===== config.mk =====
export PLATFORM = sky130hd
export DESIGN_NAME = lives_goal_tracker
export DESIGN_NICKNAME = d
export VERILOG_FILES = /design/src/rtl/lives_goal_tracker.sv
export SDC_FILE = /design/constraint.sdc
export NUM_CORES = 1
export LEC_CHECK = 0
export CORE_ASPECT_RATIO = 1.25
export CORE_UTILIZATION = 35
export CTS_CLUSTER_SIZE = 8
export DETAILED_ROUTE_END_ITERATION = 6
export SLEW_MARGIN = 10
export SYNTH_ARGS = -nofsm -noshare
export SYNTH_HDL_FRONTEND = slang
export SYNTH_SLANG_ARGS = --single-unit

===== constraint.sdc =====
create_clock -name clk -period 2.7 [get_ports clk]
set_input_delay 0.405 -clock clk [delete_from_list [all_inputs] [get_ports clk]]
set_output_delay 0.405 -clock clk [all_outputs]
set_load 0.02 [all_outputs]

===== src/rtl/lives_goal_tracker.sv =====
// Turns raw Bumpy collision flags into life/item counts and one-cycle
// death/win pulses, re-armed by the level manager's screen handshake.
module lives_goal_tracker #(
  parameter int INIT_LIVES = 3,
  parameter int ITEMS_BASE = 4,
  parameter int NUM_ITEMS  = 8
) (
  input  logic       clk,
  input  logic       resetN,
  input  logic       hazard_hit,
  input  logic       item_hit,
  input  logic [2:0] item_idx,
  input  logic       reset_fsm_N,
  input  logic [2:0] lvl,
  output logic       bumpy_died,
  output logic       level_comp,
  output logic       zero_lives,
  output logic [2:0] lives,
  output logic [3:0] items_collected,
  output logic [3:0] items_required
);

  localparam logic [3:0] BASE = 4'(ITEMS_BASE);
  localparam logic [3:0] CAP  = 4'(NUM_ITEMS);
  localparam logic [2:0] L0   = 3'(INIT_LIVES);

  typedef enum logic [1:0] {
    PLAY,
    DEAD_WAIT,
    WIN_WAIT,
    GAME_OVER
  } state_t;

  state_t       state;
  logic [7:0]   bitmap;
  logic         seen_low;
  logic [3:0]   req_raw;
  logic [3:0]   cnt_next;

  // 4-bit sum so lvl=7 yields 11 before saturating
  assign req_raw = BASE + {1'b0, lvl};
  assign items_required = (req_raw > CAP) ? CAP : req_raw;
  assign cnt_next = items_collected + 4'd1;

  always_ff @(posedge clk or negedge resetN) begin
    if (!resetN) begin
      state           <= PLAY;
      lives           <= L0;
      bumpy_died      <= 1'b0;
      level_comp      <= 1'b0;
      zero_lives      <= 1'b0;
      items_collected <= 4'd0;
      bitmap          <= 8'd0;
      seen_low        <= 1'b0;
    end else begin
      bumpy_died <= 1'b0;
      level_comp <= 1'b0;
      unique case (state)
        PLAY: begin
          if (hazard_hit) begin
            lives      <= lives - 3'd1;
            bumpy_died <= 1'b1;
            if (lives == 3'd1) begin
              zero_lives <= 1'b1;
              state      <= GAME_OVER;
            end else begin
              state <= DEAD_WAIT;
            end
          end else if (item_hit && !bitmap[item_idx]) begin
            bitmap[item_idx] <= 1'b1;
            items_collected  <= cnt_next;
            if (cnt_next == items_required) begin
              level_comp <= 1'b1;
              state      <= WIN_WAIT;
            end
          end
        end
        DEAD_WAIT, WIN_WAIT: begin
          // release only after a low-then-high screen handshake
          if (!reset_fsm_N) begin
            seen_low <= 1'b1;
          end else if (seen_low) begin
            seen_low        <= 1'b0;
            bitmap          <= 8'd0;
            items_collected <= 4'd0;
            state           <= PLAY;
          end
        end
        GAME_OVER: begin
          zero_lives <= 1'b1;
          lives      <= 3'd0;
        end
      endcase
    end
  end

endmodule


==> impl_metrics.tcl <==
set metrics [dict create \
    antenna_cells 0 \
    report.final.slew_viol_count 0 \
    fin_tns_setup_ps 0 \
    wl_per_cell_um 13.8 \
    syn_area_um2 1310 \
    sw_frac_of_total_pct 43.1 \
    grt_max_degree 22 \
    finalCriticalPeriod_ps 2210 \
    multiInputGateArea_um2 679 \
    ys_ff_latch 21 \
    synth_nets 156 \
    p_per_area_nw_per_um2 924 \
    cts_inserted_buffers 3 \
    drive_gt1_share_pct 7.78 \
    critPathLaunchType "register" \
    cp.arrival_ps 2410 \
    p_comb_share_pct 52.3 \
    clkPwrFrac_pct 13.7 \
    yosysTopAreaCellShare_pct 36.4 \
    finalSetupViolations 0 \
    cts_resized 0 \
    synth.avg_cell_area_um2 9.33 \
    met1_length_um 1360 \
    worst_ep_required_time_ps 2900 \
    fin_nets 184 \
    fp.dieW_um 56.6 \
    leakagePower_nw 0.721 \
    hpwl_um 2160 \
    clock_sinks 21 \
    timing.final.ws_setup_ps 492 \
    synthArstFlopShare_pct 100 \
    cts_setup_buffers 0 \
    cts_max_path_buffers 2 \
    clock_latency_ps 260 \
    rsz0062_at_grt "false" \
    status "complete, no violations" \
    final_common_cell "clkdlybuf4s50_1" \
    detail-route-antenna-nets 0 \
    cp_slowest_cell "ha_1" \
    initialDrtViolationCount 28 \
    dr.pass1.iters 4 \
    path_class "register to register" \
    die-area_um2 3980 \
    max_freq_mhz 453 \
    netSwitchingPower_mw 0.655 \
    first_global_vias 1050 \
    synth_edf_count 0 \
    maxCapViolCount 0 \
    cts_tree "yes" \
    cts-htree-levels 1 \
    initial_core_util_pct 37.2 \
    internal_power_mw 0.864 \
    hold_viol_final 0 \
    track_usage_pct 15.3 \
    synth_flop_cell "dfrtp_1" \
    gr-total-overflow 0 \
    cp_slowest_stage_delay_ps 540 \
    synth.distinct_cells 42 \
    root_buffer "clkbuf_8" \
    slew_headroom_pct 71.2 \
    via_per_inst 5.54 \
    num-fill-cells 350 \
    antenna_found_initial 0 \
    grt_pass1_wl_um 4860 \
    clkTransAtPathRegs_ps 80 \
    die_h_um 70.3 \
    netlist_instances 140 \
    worst_pin_slew_ps 431 \
    layout_worst_path_cycle_share_pct 81.8 \
    wl_met2_um 1390 \
    io_pins 25 \
    pwr-share-seq_pct 34.1 \
    ir_drop_uv 533 \
    rows 24 \
    holdBufCountCts 0 \
    io_buffers 24 \
    wl_met3_um 67 \
    syn2layout_area_growth_pct 25.9 \
    wl_um 2850 \
    synth-warning-count 0 \
    top_layer "met4" \
    dr_total_vias 1142 \
    crit_chain "inv_1, ha_1, nand3_1, a21boi_0, a211o_1, nor4_1, a221o_1" \
    clock_skew_ps 6.22 \
    drc 0 \
    place_congestion 0.769 \
    register_area_um2 528 \
    mostFrequentLayoutCells "clkdlybuf4s50_1, inv_1, dfrtp_1" \
    detailedPlace.worstSlack_ps 309 \
    coreArea_um2 3510 \
    hp-class "input port to async pin" \
    synth_area_leaders "dfrtp_1, inv_1, o2111ai_1" \
    cp-end-kind "register" \
    yosysTopAreaCell "dfrtp_1" \
    synth.yosys.seq_area_share_pct 40.4 \
    path_max_fanout 13 \
]
[cells by family after synthesis]
group | share of synthesized area [%]
adder cells (fa/ha/maj) | 4.79
multiplexers | 3.07
AND/OR/NAND/NOR | 17.1
buffers and inverters | 7.57
flip-flops | 40.4
AO/OA/AOI/OAI | 26.4
XOR/XNOR | 0.671
[routing by layer]
| layer | vias up | track usage (%) |
|---|---|---|
| met5 | - | 0 |
| met4 | 0 | 5.69 |
| met3 | 4 | 1.67 |
| met2 | 13 | 25.4 |
| met1 | 545 | 20.1 |
| li1 | 580 | - |
[worst max-delay path: cells and delay by family, from the launching register on]
kind | cells | cell delay [ps]
flip-flops | 1 | 390
AO/OA/AOI/OAI | 3 | 720
AND/OR/NAND/NOR | 2 | 420
adder cells (fa/ha/maj) | 1 | 540
buffers and inverters | 1 | 70
[state kept, by name, summed over array words and instances, names as in the netlist]
| register | cells |
|---|---|
| bitmap | 8 |
| items_collected | 4 |
| lives | 3 |
| state | 2 |
| bumpy_died | 1 |
| level_comp | 1 |
| seen_low | 1 |
| zero_lives | 1 |
[power by group through the flow]
stage	clock [mW]	sequential [mW]	combinational, mW
finish	0.208	0.518	0.794
global route	0.230	0.534	0.885
CTS	0.220	0.517	0.799
detailed placement	0	0.524	0.794
global placement	0	0.523	0.778
floorplan	0	0.549	0.517
[cell usage after synthesis (2+ instances only)]
master,number
a211o_1,2
a21boi_0,2
a21o_1,4
a21oi_1,12
a22oi_1,4
and3b_1,2
clkbuf_1,2
dfrtp_1,19
dfstp_2,2
ha_1,5
inv_1,19
mux2i_1,4
nand2_1,5
nand3_1,3
nor2_1,4
nor2b_1,5
nor3_1,3
nor3b_1,3
nor4_1,2
nor4b_1,3
o2111ai_1,8
o21ai_0,3
o21ai_1,2
o31ai_1,4
[area by class of cell]
type                    count  share of cell area [%]
multi-input cells          95                    41.3
flip-flops and latches     21                    32.1
repair buffers             28                    16.4
inverters                  19                    4.34
well taps                  39                    2.97
clock buffers               3                    2.51
clock inverters             1                   0.304
[stage by stage]
step,total power [mW],hold slack (ps),util (%),area [µm²],instances
final,1.52,483,46.8,1640,206
after global placement,1.30,460,45.5,1600,202
after global routing,1.65,502,46.8,1640,206
after detailed placement,1.32,474,45.5,1600,202
after floorplan,1.07,109,-,1310,140
after CTS,1.54,485,46.8,1640,206
[final timing paths]
| check | startpoint | end | cells after the start | slack, ps |
|---|---|---|---|---|
| min in group clk | zero_lives | zero_lives | 2 | 480 |
| hold reg to reg | zero_lives | zero_lives | 2 | 480 |
| setup reg to reg | state[0] | items_collected[3] | 7 | 490 |
| hold / removal | resetN | bumpy_died | 2 | 480 |
| setup / recovery | state[0] | items_collected[3] | 7 | 490 |
| max in group asynchronous | resetN | lives[1] | 2 | 1940 |
Note: power is estimated with default switching activity, not from simulation.
